<file path="src/rtl/core_pkg.sv">
// Shared core definitions: the NOOP instruction word and the memory-port
// arbiter state encoding.
package core_pkg;
  localparam logic [31:0] NOOP = 32'h00000013;

  typedef enum logic [1:0] {
    IDLE   = 2'd0,
    WAIT_I = 2'd1,
    WAIT_D = 2'd2
  } arb_state_t;
endpackage

</file>
<file path="src/rtl/mem_port_arbiter.sv">
// Round-robin sharing of the single memory port between fetch and load/store,
// one transaction outstanding, with a response timeout that returns a safe reply.
module mem_port_arbiter
  import core_pkg::*;
#(
  parameter int ADDR_W  = 32,
  parameter int TIMEOUT = 255
) (
  input  logic              i_CLK,
  input  logic              i_RST,
  input  logic              i_EN,
  input  logic              i_I_REQ,
  input  logic [ADDR_W-1:0] i_I_ADDR,
  output logic              o_I_GNT,
  output logic              o_I_RVALID,
  output logic [31:0]       o_I_RDATA,
  input  logic              i_D_REQ,
  input  logic              i_D_WE,
  input  logic [3:0]        i_D_BE,
  input  logic [ADDR_W-1:0] i_D_ADDR,
  input  logic [31:0]       i_D_WDATA,
  output logic              o_D_GNT,
  output logic              o_D_RVALID,
  output logic [31:0]       o_D_RDATA,
  output logic              o_M_REQ,
  output logic              o_M_WE,
  output logic [3:0]        o_M_BE,
  output logic [ADDR_W-1:0] o_M_ADDR,
  output logic [31:0]       o_M_WDATA,
  input  logic              i_M_GNT,
  input  logic              i_M_RVALID,
  input  logic [31:0]       i_M_RDATA,
  output logic              o_BUS_ERR
);
  localparam int CW = $clog2(TIMEOUT + 1);
  // Counter is cleared in the grant cycle, so the TIMEOUT-th cycle after the
  // grant sees TIMEOUT-1.
  localparam logic [CW-1:0] CNT_LAST = CW'(TIMEOUT - 1);

  arb_state_t    state;
  logic          last_d;   // 1 = data requester was granted last
  logic          pend_vld; // a winner was presented but not yet accepted
  logic          pend_d;
  logic          wr_q;
  logic [CW-1:0] cnt;

  logic arb_d, sel_d, waiting, expired, resp;

  always_comb begin
    arb_d   = i_D_REQ && (!i_I_REQ || !last_d);
    sel_d   = pend_vld ? pend_d : arb_d;
    o_M_REQ = (state == IDLE) && i_EN && (i_I_REQ || i_D_REQ);
    o_M_WE    = sel_d ? i_D_WE    : 1'b0;
    o_M_BE    = sel_d ? i_D_BE    : 4'hF;
    o_M_ADDR  = sel_d ? i_D_ADDR  : i_I_ADDR;
    o_M_WDATA = sel_d ? i_D_WDATA : 32'd0;
    o_I_GNT = o_M_REQ && i_M_GNT && !sel_d;
    o_D_GNT = o_M_REQ && i_M_GNT && sel_d;

    waiting   = (state == WAIT_I) || (state == WAIT_D);
    expired   = waiting && (cnt == CNT_LAST);
    resp      = waiting && (i_M_RVALID || expired);
    o_BUS_ERR = expired && !i_M_RVALID;

    o_I_RVALID = resp && (state == WAIT_I);
    o_D_RVALID = resp && (state == WAIT_D);
    o_I_RDATA  = (state == WAIT_I && i_M_RVALID) ? i_M_RDATA : NOOP;
    o_D_RDATA  = (state == WAIT_D && i_M_RVALID && !wr_q) ? i_M_RDATA : 32'd0;
  end

  always_ff @(posedge i_CLK or posedge i_RST) begin
    if (i_RST) begin
      state    <= IDLE;
      last_d   <= 1'b1;
      pend_vld <= 1'b0;
      pend_d   <= 1'b0;
      wr_q     <= 1'b0;
      cnt      <= '0;
    end else begin
      case (state)
        IDLE: begin
          if (o_M_REQ) begin
            if (i_M_GNT) begin
              state    <= sel_d ? WAIT_D : WAIT_I;
              last_d   <= sel_d;
              wr_q     <= sel_d && i_D_WE;
              pend_vld <= 1'b0;
              cnt      <= '0;
            end else begin
              pend_vld <= 1'b1;
              pend_d   <= sel_d;
            end
          end
        end
        WAIT_I, WAIT_D: begin
          if (resp) state <= IDLE;
          else      cnt   <= cnt + 1'b1;
        end
        default: state <= IDLE;
      endcase
    end
  end
endmodule

</file>
<file path="config.mk">
export PLATFORM = sky130hd
export DESIGN_NAME = mem_port_arbiter
export DESIGN_NICKNAME = d
export VERILOG_FILES = /design/src/rtl/core_pkg.sv /design/src/rtl/mem_port_arbiter.sv
export SDC_FILE = /design/constraint.sdc
export NUM_CORES = 1
export LEC_CHECK = 0
export ABC_AREA = 0
export CAP_MARGIN = 20
export CELL_PAD_IN_SITES_DETAIL_PLACEMENT = 0
export CELL_PAD_IN_SITES_GLOBAL_PLACEMENT = 1
export CORE_AREA = 2 2 115 117
export CTS_BUF_LIST = sky130_fd_sc_hd__clkbuf_2 sky130_fd_sc_hd__clkbuf_4 sky130_fd_sc_hd__clkbuf_8
export DETAILED_ROUTE_END_ITERATION = 6
export DIE_AREA = 0 0 117 119
export PLACE_DENSITY = 0.91
export SLEW_MARGIN = 20
export SYNTH_ARGS = -nofsm -noshare
export SYNTH_HDL_FRONTEND = slang
export SYNTH_SLANG_ARGS = --single-unit
</file>
<file path="constraint.sdc">
create_clock -name i_CLK -period 4.8 [get_ports i_CLK]
set_input_delay 0.96 -clock i_CLK [delete_from_list [all_inputs] [get_ports i_CLK]]
set_output_delay 0.96 -clock i_CLK [all_outputs]
set_load 0.02 [all_outputs]
</file>
After elaboration in Yosys (flattened, before gate mapping)

Cells that the tools add are included.

Word-level logic and storage cells: 64
Input port bits: 140
Output and inout port bits: 139
Flip-flop bits (word level): 14

Reduce and logical (&&, ||, !) cells: 32
$add $sub $neg: 1
Eq/ne operators: 7
Bitwise gates (word level): 1
Mux-type cells: 17

Operators by type and width:

| operator                                            | number |
|---|---|
| 2-to-1 mux 32 bit                                   | 4 |
| 2-to-1 mux 8 bit                                    | 3 |
| case mux 8 bit (2 select lines)                     | 1 |
| logical AND 1 bit                                   | 15 |
| AND reduction 3 bit                                 | 3 |
| adder 8 x 1 -> 8 bit, second input constant         | 1 |
| equality test 8 bit, second input constant          | 1 |
| 2-to-1 mux 2 bit                                    | 4 |
| != test 2 bit, second input constant                | 4 |
| zero test 1 bit                                     | 5 |
| logical OR 1 bit                                    | 4 |
| 2-to-1 mux 4 bit                                    | 1 |
| case mux 2 bit (2 select lines)                     | 1 |
| AND reduction 4 bit                                 | 1 |
| 2-to-1 mux 1 bit                                    | 3 |
| equality test 2 x 1 -> 1 bit, second input constant | 1 |
| equality test 2 bit, second input constant          | 1 |
| zero test 2 bit                                     | 1 |
| AND reduction 2 bit                                 | 1 |
| nonzero test 2 bit                                  | 1 |
| OR reduction 2 bit                                  | 1 |
| inverter 1 bit                                      | 1 |

Longest topological paths before layout

Gate-level depths: netlist of run 1.

Word-level depth: 8
Gate-level depth with buffers: 7
Mapped depth without buffers: 7

Worst setup path before layout of run 1

No wires, ideal clock.

Kind: input-to-output
Start: input port i_I_REQ
End: output port o_M_ADDR[29]
Setup slack: 1.935 ns
Required time: 3.840 ns
Data arrival time: 1.905 ns
Buffers on the path: 1
Stages: 4
Cells stage by stage: nand2_1 a31oi_4 buf_2 mux2_2

Cells in the longest elaborated chain, start to end: 5

RTL lines:

| element           | line                   | source |
|---|---|---|
| start, declared   | mem_port_arbiter.sv:12 | `input logic i_I_REQ,` |
| zero test 1 bit   | mem_port_arbiter.sv:50 | `arb_d = i_D_REQ && (!i_I_REQ \|\| !last_d);` |
| logical OR 1 bit  | mem_port_arbiter.sv:50 |  |
| logical AND 1 bit | mem_port_arbiter.sv:50 |  |
| 2-to-1 mux 1 bit  | mem_port_arbiter.sv:51 | `sel_d = pend_vld ? pend_d : arb_d;` |
| 2-to-1 mux 32 bit | mem_port_arbiter.sv:55 | `o_M_ADDR = sel_d ? i_D_ADDR : i_I_ADDR;` |
| end, declared     | mem_port_arbiter.sv:28 | `output logic [ADDR_W-1:0] o_M_ADDR,` |

No other way between the ends.

Final worst setup path of run 1

Start: input port i_I_REQ
End: output port o_M_ADDR[3]

Same word-level chain as after synthesis.

==> results.md, run 1 <==
- Worst-path clk slew: 0.06 ns
- CTS tree: yes
- Clock latency at the later pin of the worst-skew pair: 0.25 ns
- Reg2Reg Capture Point: cnt[1]
- Area grow syn2layout: 152%
- Routed WL: 10.8 mm
- Root Driver: clkbuf_8
- RR Startpoint: state[0]
- Post-synthesis sequential area ratio: 0.177
- CP Launch Type: input pin
- Area of the multi-input gates: 1520 µm²
- Reg2reg path depth: 6
- Setup_tns: 0 ns
- H-tree levels: 1
- Ant diodes: 0
- First-pass GRT wire length: 15.2 mm
- Initial Utilization: 0.154
- Worst hold path endpoint: pend_d
- Fin crit period: 4.07 ns
- Reg2Reg Setup Slack: 2.70 ns
- Iteration count of the initial detailed-routing pass: 5
- Period utilization: 0.849
- Measured slew at the worst slew-check pin: 0.934 ns
- Power density cells: 373 nW/µm²
- Initial antenna violation count: 0
- Pins over their slew limit: 0
- Setup repair bufs after CTS: 0
- Total number of vias: 2,871
- Rel. slew slack: 0.378
- Synth Cell Area: 1990 µm²
- Dominant synthesized flop cell: dfrtp_1
- CTS resizes: 0
- Die area: 13,900 µm²
- Gr usage total: 0.137
- Design Power: 0.00187 W
- Die width: 117 µm
- Req. time, crit path: 3.84 ns
- Nature of the critical path endpoint: primary output
- VDD IR max: 0.000184 V
- Final setup fails: 0
- Status: complete, no violations
- FF+latch area: 352 µm²
- FF+latch count, synth: 14
- Post-synthesis cell count: 249
- Worst Skew: 0.00194 ns
- Yosys warns: 0
- FILL cells: 1,329
- WS Path Type: input pin to primary output
- Clk buf depth: 2
- Most frequent CP cell: clkdlybuf4s50_1
- CTS Sinks: 14
- Critical Path AT: 3.11 ns
- Pleak: 1.96 nW
- Residual DRC count: 0
- Vias in the first global route: 2,728
- Syn Nets: 394
- CP cell instances: clkdlybuf4s50_1 -> nand2_1 -> a31oi_4 -> buf_12 -> mux2_2 -> clkdlybuf4s50_1
- Via density: 4.14
- Largest stage delay on the critical path: 0.57 ns
- Num ports: 279
- Crit-path max FO: 72
- Cts bufs inserted: 3
- Hold_sp: pend_d
- Dpl hpwl: 9.06 mm
- Syn avg cell area: 7.97 µm²
- Core Rows: 42
- Most frequent cells in the layout: clkdlybuf4s50_1 (278), and2_1 (36), nor2b_1 (33), mux2_2 (33), and3_1 (30)
- Synth unique cells: 45
- Die H: 119 µm
- Fin. Hold Viols: 0
- RSZ-0062 raised after global routing: no
- Post-synth EDFFs: 0
- Most common cell after layout, fill and taps aside: clkdlybuf4s50_1
- Share of cells above drive strength 1: 0.104
- Worst Hold Path Cells: 2
- Max Fclk: 245 MHz
- Antenna Nets Post-Route: 0
- Nets: 663
- # port buffers: 278
- GP Congestion: 0.908
- CTS Hold Bufs: 0
- DR WL/cell: 15.5 µm
- GRT overflow: 0
- Synth async-reset ratio: 1.00
- # Max-Cap Violations: 0
- Critical path's slowest cell: clkdlybuf4s50_1
- Worst Hold Class: flip-flop to flip-flop
- Largest net degree at the start of global routing: 73
- Core area: 12,900 µm²
- Starting DRT DRC Count: 78
kinds of logic (layout without fill, tap and decap cells):
group,count (synthesis),in the layout,synth area share
flip-flops,14,14,0.177
AND/OR/NAND/NOR,138,138,0.422
AO/OA/AOI/OAI,32,32,0.123
multiplexers,33,33,0.187
adder cells (fa/ha/maj),5,5,0.0315
buffers and inverters,27,295,0.0592
power by group:
group          total [W]  leakage, nW  internal [W]  switching (W)
logic            0.00156         1.75      0.000770       0.000790
clock network   0.000117       0.0288     0.0000728      0.0000442
registers       0.000190        0.183      0.000157      0.0000335
worst max-delay path: cells and delay by family:
| kind | cells | cell delay (ns) |
|---|---|---|
| mux | 1 | 0.38 |
| simple gates | 1 | 0.11 |
| buf+inv | 3 | 1.43 |
| compound gates | 1 | 0.21 |
worst max path at each step:
stage | slack [ns] | endpoint | cells past startpoint | start
4_1_cts | 0.72 | o_M_ADDR[22] | 6 | i_I_REQ
6_report | 0.73 | o_M_ADDR[3] | 6 | i_I_REQ
2_1_floorplan | 1.94 | o_M_ADDR[29] | 4 | i_I_REQ
5_1_grt | 0.63 | o_M_ADDR[3] | 6 | i_I_REQ
3_5_place_dp | 0.72 | o_M_ADDR[22] | 6 | i_I_REQ
3_3_place_gp | 0.76 | o_M_ADDR[6] | 6 | i_I_REQ
routing by layer:
metal / GRT usage / vias to the layer above / routed length [µm]
li1: - / 1411 / -
met1: 0.171 / 1331 / 4420
met2: 0.255 / 123 / 5520
met3: 0.0198 / 6 / 717
met4: 0.0154 / 0 / 86
met5: 0 / - / 0
layout make-up:
| type | instances | area share |
|---|---|---|
| Sequential cell | 14 | 0.0703 |
| Tap cell | 176 | 0.0441 |
| Multi-Input combinational cell | 208 | 0.303 |
| Timing Repair Buffer | 281 | 0.564 |
| Inverter | 10 | 0.00751 |
| Clock buffer | 4 | 0.0110 |
synth_stat cells (2+ instances only):
| cell type | instances | area share |
|---|---|---|
| nand2b_1 | 2 | 0.0063 |
| o21ai_0 | 2 | 0.0050 |
| nor2b_1 | 33 | 0.10 |
| ha_1 | 5 | 0.032 |
| a21boi_0 | 2 | 0.0076 |
| buf_4 | 4 | 0.015 |
| clkbuf_1 | 12 | 0.023 |
| a31oi_1 | 4 | 0.013 |
| nand2_1 | 9 | 0.017 |
| dfrtp_1 | 13 | 0.16 |
| o211ai_1 | 2 | 0.0076 |
| or2_2 | 7 | 0.022 |
| a21oi_1 | 6 | 0.015 |
| nor2_1 | 7 | 0.013 |
| and2_1 | 36 | 0.11 |
| nand4_1 | 2 | 0.0063 |
| inv_1 | 10 | 0.019 |
| mux2_2 | 33 | 0.19 |
| a211oi_1 | 2 | 0.0076 |
| and3_1 | 30 | 0.095 |
| and4_1 | 2 | 0.0088 |
| nand4b_1 | 2 | 0.0088 |
| nand3_1 | 2 | 0.0050 |
through the flow:
stage	std cells	area (µm²)	setup WS, ns	hold slack [ns]	utilization
2_1_floorplan	249	1990	1.94	0.464	-
3_3_place_gp	689	4940	0.755	0.485	0.384
3_5_place_dp	689	4940	0.721	0.494	0.384
4_1_cts	693	5000	0.723	0.508	0.388
5_1_grt	693	5000	0.633	0.540	0.388
6_report	693	5000	0.727	0.504	0.388
sequential cells by signal, summed over array words and instances, names as in the netlist:
register and cells:
cnt 8, state 2, last_d 1, pend_d 1, pend_vld 1, wr_q 1
Power figures use the tool's default switching activity.
==> run 2: changes to the inputs <==
- CORE_AREA: 2 2 115 117 -> 2 2 119 121
- DIE_AREA: 0 0 117 119 -> 0 0 121 123
- PLACE_DENSITY: 0.91 -> 0.86
- clock period: 4.8 -> 4.2 ns (I/O delays scaled with it)
==> run 2 against run 1 <==
Net effect: routed wire length shrank 2.0%; utilization down 1.9 points; flip-flop and latch count unchanged; total power rose by 14%; non-clock buffer count increased by 2; sequential share of layout area about the same; clock-buffer cell count did not move; critical path type unchanged.
==> results.md, run 2 (synthesis results as in run 1) <==
- Status: complete, no violations
- CP cell instances: clkdlybuf4s50_1 -> nand2_1 -> a31oi_4 -> buf_12 -> mux2_2 -> clkdlybuf4s50_1
- Final Cell Area: 5020 µm²
- # Max-Cap Violations: 0
- Antenna Nets Post-Route: 0
- CP startpoint: i_I_REQ
- Period utilization: 0.909
- Residual DRC count: 0
- Logic pwr share: 0.837
- Most common cell after layout, fill and taps aside: clkdlybuf4s50_1
- Placed cell count: 695
- Most frequent cells in the layout: clkdlybuf4s50_1 (278), and2_1 (36), nor2b_1 (33), mux2_2 (33), and3_1 (30)
- Die H: 123 µm
- GRT overflow: 0
- Crit-path max FO: 72
- Clock latency at the later pin of the worst-skew pair: 0.24 ns
- Die area: 14,900 µm²
- GP Congestion: 0.840
- Via density: 4.10
- Vias in the first global route: 2,681
- Largest registers: cnt x8, state x2
- Setup_tns: 0 ns
- Most frequent CP cell: clkdlybuf4s50_1
- Area grow syn2layout: 153%
- Core area: 13,600 µm²
- Switching share of power: 0.461
- Sequential power share: 0.101
- CTS Sinks: 14
- Fin. Hold Viols: 0
- CTS tree: yes
- Pins over their slew limit: 0
- Clk buf depth: 2
- WS Path Type: input pin to primary output
- Placed Area: 4960 µm²
- Largest net degree at the start of global routing: 73
- Num ports: 279
- First-pass GRT wire length: 14.8 mm
- Reg2Reg Setup Slack: 2.16 ns
- Worst-path clk slew: 0.06 ns
- Setup repair bufs after CTS: 0
- Largest stage delay on the critical path: 0.54 ns
- Root Driver: clkbuf_8
- Iteration count of the initial detailed-routing pass: 4
- Worst Hold Class: flip-flop to flip-flop
- Nets: 665
- Worst setup margin: 0.384 ns
- Power density cells: 425 nW/µm²
- Nature of the critical path endpoint: primary output
- Fin crit period: 3.82 ns
- DR WL/cell: 15.1 µm
- Largest register FFs: 8
- Reg2Reg Capture Point: cnt[1]
- Routed WL: 10.5 mm
- CP Launch Type: input pin
- Final setup fails: 0
- Worst Skew: 0.000820 ns
- Gr usage total: 0.124
- Initial antenna violation count: 1
- Req. time, crit path: 3.36 ns
- FILL cells: 1,348
- Pint: 0.00115 W
- Clock Power Share: 0.062
- Family with the most delay on the worst path: buffers and inverters
- H-tree levels: 1
- Critical Path AT: 2.98 ns
- Starting DRT DRC Count: 86
- # port buffers: 278
- RR Startpoint: state[1]
- Share of cells above drive strength 1: 0.108
- Critical path's slowest cell: clkdlybuf4s50_1
- Total number of vias: 2,873
- Buf/Inv on CP: 3
- Pleak: 1.97 nW
- Final std cells w/o fill: 700
- Top reg by flops: cnt
- Cts bufs inserted: 3
- Rel. slew slack: 0.621
- DP Worst Slack: 0.383 ns
- Core Util, Final: 0.369
- Switch Pwr: 0.000984 W
- Dpl hpwl: 8.70 mm
- Measured slew at the worst slew-check pin: 0.568 ns
- Core Rows: 43
- Worst path depth: 6
- VDD IR max: 0.000231 V
- CTS Hold Bufs: 0
- Worst setup path endpoint: o_M_ADDR[23]
- RSZ-0062 raised after global routing: no
- Max Fclk: 262 MHz
- Die width: 121 µm
- Reg2reg path depth: 6
- Initial Utilization: 0.146
- CTS resizes: 0
[run 2: metal layers]
metal  GRT usage  up-vias  wire (µm)
li1            -     1408          -
met1       0.151     1339       4190
met2       0.231      118       5550
met3      0.0185        8        724
met4      0.0233        0         72
met5           0        -          0
[run 2: final cells by class]
class                   count  area [µm²]  share of cell area
repair buffers            283        2830               0.564
multi-input cells         208        1520               0.302
flip-flops and latches     14         352              0.0700
well taps                 180         225              0.0449
clock buffers               4        55.1              0.0110
inverters                  10        37.5             0.00748
diodes                      1        2.50            0.000498
[run 2: through the flow]
stage	total power, W	hold slack, ns
after floorplan	0.00120	0.464
after global placement	0.00199	0.486
after detailed placement	0.00201	0.496
after CTS	0.00215	0.504
after global routing	0.00226	0.527
final	0.00214	0.505
[run 2: worst min-delay path by stage]
stage | start | to | slack (ns) | depth (start not counted)
3_3_place_gp | pend_d | pend_d | 0.49 | 2
4_1_cts | cnt[7] | cnt[7] | 0.50 | 1
3_5_place_dp | cnt[7] | cnt[7] | 0.50 | 1
5_1_grt | last_d | last_d | 0.53 | 2
2_1_floorplan | cnt[7] | cnt[7] | 0.46 | 1
6_report | last_d | last_d | 0.50 | 2
[run 2: power groups by stage]
stage | sequential (W) | combinational [W] | clock (W)
after global routing | 0.000221 | 0.00189 | 0.000143
final | 0.000215 | 0.00179 | 0.000132
after detailed placement | 0.000217 | 0.00179 | 0
after floorplan | 0.000206 | 0.000991 | 0
after global placement | 0.000216 | 0.00177 | 0
after CTS | 0.000215 | 0.00180 | 0.000135
[run 2: worst min-delay path, delay by kind of cell, from the launching register on]
family	cells	cell delay, ns
AND/OR/NAND/NOR	2	0.13
flip-flops	1	0.37
==> run 3: changes to the inputs <==
- CORE_AREA: 2 2 119 121 -> 2 2 85 168
- DIE_AREA: 0 0 121 123 -> 0 0 87 170
==> run 3 against run 2 <==
Net effect: via count up 3.9%; cell count down 3.6%; design area down 0.52%; clock skew up 0.0067 ns; register-to-register slack worse by 0.08 ns; critical path depth unchanged; global-route usage up 2.3 points; critical endpoint is now o_M_ADDR[1]; utilization up 0.28 points; routed wire length up 13%; clock-buffer cell count unchanged.
==> results.md, run 3 (synthesis results as in run 1) <==
- Worst-path clk slew: 0.06 ns
- Worst Skew: 0.00755 ns
- Antenna Nets Post-Route: 0
- Largest register FFs: 8
- Nets: 666
- Setup_tns: 0 ns
- Share of cells above drive strength 1: 0.110
- Fin. Hold Viols: 0
- Reg2reg path depth: 6
- Crit-path max FO: 21
- Nature of the critical path endpoint: primary output
- Placed Area: 4940 µm²
- Clock latency at the later pin of the worst-skew pair: 0.25 ns
- Most frequent cells in the layout: clkdlybuf4s50_1 (278), and2_1 (36), nor2b_1 (33), mux2_2 (33), and3_1 (30)
- Largest net degree at the start of global routing: 46
- Residual DRC count: 0
- Largest stage delay on the critical path: 0.54 ns
- Cts bufs inserted: 3
- Total number of vias: 2,986
- GP Congestion: 0.913
- RSZ-0062 raised after global routing: no
- Measured slew at the worst slew-check pin: 0.548 ns
- CTS resizes: 0
- Critical path's slowest cell: clkdlybuf4s50_1
- Vias in the first global route: 3,128
- CTS Sinks: 14
- Core area: 13,400 µm²
- Ant diodes: 0
- Final Cell Area: 4990 µm²
- Worst Hold Class: flip-flop to flip-flop
- Req. time, crit path: 3.36 ns
- Worst Hold Path Cells: 2
- Root Driver: clkbuf_8
- Core Rows: 60
- Reg2Reg Setup Slack: 2.08 ns
- Starting DRT DRC Count: 50
- Die area: 14,800 µm²
- Critical Path AT: 2.97 ns
- Max Fclk: 263 MHz
- Setup repair bufs after CTS: 0
- CTS tree: yes
- Top reg by flops: cnt
- Clk buf depth: 2
- Die width: 87 µm
- Gr usage total: 0.146
- Status: complete, no violations
- Pins over their slew limit: 0
- Die H: 170 µm
- First-pass GRT wire length: 16.8 mm
- Num ports: 279
- Initial antenna violation count: 2
- CP Launch Type: input pin
- H-tree levels: 1
- Fin crit period: 3.81 ns
- VDD IR max: 0.000331 V
- Period utilization: 0.907
- Power density cells: 433 nW/µm²
- Dpl hpwl: 10.1 mm
- Pleak: 1.98 nW
- Routed WL: 11.9 mm
- Worst hold path endpoint: last_d
- # port buffers: 278
- Largest registers: cnt x8, state x2
- Initial Utilization: 0.148
- Rel. slew slack: 0.631
- Reg2Reg Capture Point: cnt[1]
- CTS Hold Bufs: 0
- CP cell instances: clkdlybuf4s50_1 -> nand2_1 -> a31oi_4 -> buf_4 -> mux2_2 -> clkdlybuf4s50_1
- Most common cell after layout, fill and taps aside: clkdlybuf4s50_1
- Final setup fails: 0
- RR Startpoint: state[0]
- Iteration count of the initial detailed-routing pass: 6
- Via density: 4.42
- Hold_sp: last_d
- Most frequent CP cell: clkdlybuf4s50_1
- DR WL/cell: 17.6 µm
- # Max-Cap Violations: 0
- GRT overflow: 0
- WS Path Type: input pin to primary output
- Area grow syn2layout: 152%
run 3: cell types whose count changed in the layout (fill, tap and decap cells not counted), sizes merged:
cell / before / now
diode: 1 / 0
buf: 5 / 6
run 3: critical path: cells and delay by family:
family                 cells  cell delay [ns]
AND/OR/NAND/NOR            1             0.11
buffers and inverters      3             1.40
AO/OA/AOI/OAI              1             0.24
multiplexers               1             0.38
run 3: final cells by class:
| class | count | area [µm²] |
|---|---|---|
| clock buffers | 4 | 55.1 |
| fillers | 1369 | 8440 |
| inverters | 10 | 37.5 |
| multi-input cells | 208 | 1520 |
| flip-flops and latches | 14 | 352 |
| well taps | 155 | 194 |
| repair buffers | 284 | 2840 |
run 3: routing by layer:
layer / global-route usage / wire length (µm) / up-vias
li1: - / - / 1404
met1: 0.125 / 3610 / 1363
met2: 0.306 / 6730 / 186
met3: 0.0383 / 1110 / 29
met4: 0.0482 / 376 / 4
met5: 0 / 30 / -
run 3: where the power goes:
part,internal (W),total (W),switching [W]
Clock,0.0000831,0.000135,0.0000516
Sequential,0.000179,0.000219,0.0000398
Combinational,0.000897,0.00181,0.000913
Total,0.00116,0.00216,0.00100
run 3: through the flow:
| stage | power, W | cells | setup WS (ns) | util | hold slack, ns |
|---|---|---|---|---|---|
| 4_1_cts | 0.00218 | 675 | 0.385 | 0.372 | 0.501 |
| 5_1_grt | 0.00229 | 675 | 0.293 | 0.372 | 0.541 |
| 2_1_floorplan | 0.00120 | 249 | 1.58 | - | 0.464 |
| 3_3_place_gp | 0.00201 | 671 | 0.403 | 0.368 | 0.479 |
| 6_report | 0.00216 | 675 | 0.392 | 0.372 | 0.501 |
| 3_5_place_dp | 0.00204 | 671 | 0.381 | 0.368 | 0.490 |
run 3: worst max path at each step:
stage                        from            to  slack [ns]  cells after the start
after floorplan           i_I_REQ  o_M_ADDR[29]        1.58                      4
after global placement    i_I_REQ   o_M_ADDR[6]        0.40                      6
after detailed placement  i_I_REQ   o_M_ADDR[1]        0.38                      6
after CTS                 i_I_REQ   o_M_ADDR[1]        0.39                      6
after global routing      i_I_REQ   o_M_ADDR[3]        0.29                      6
final                     i_I_REQ   o_M_ADDR[1]        0.39                      6
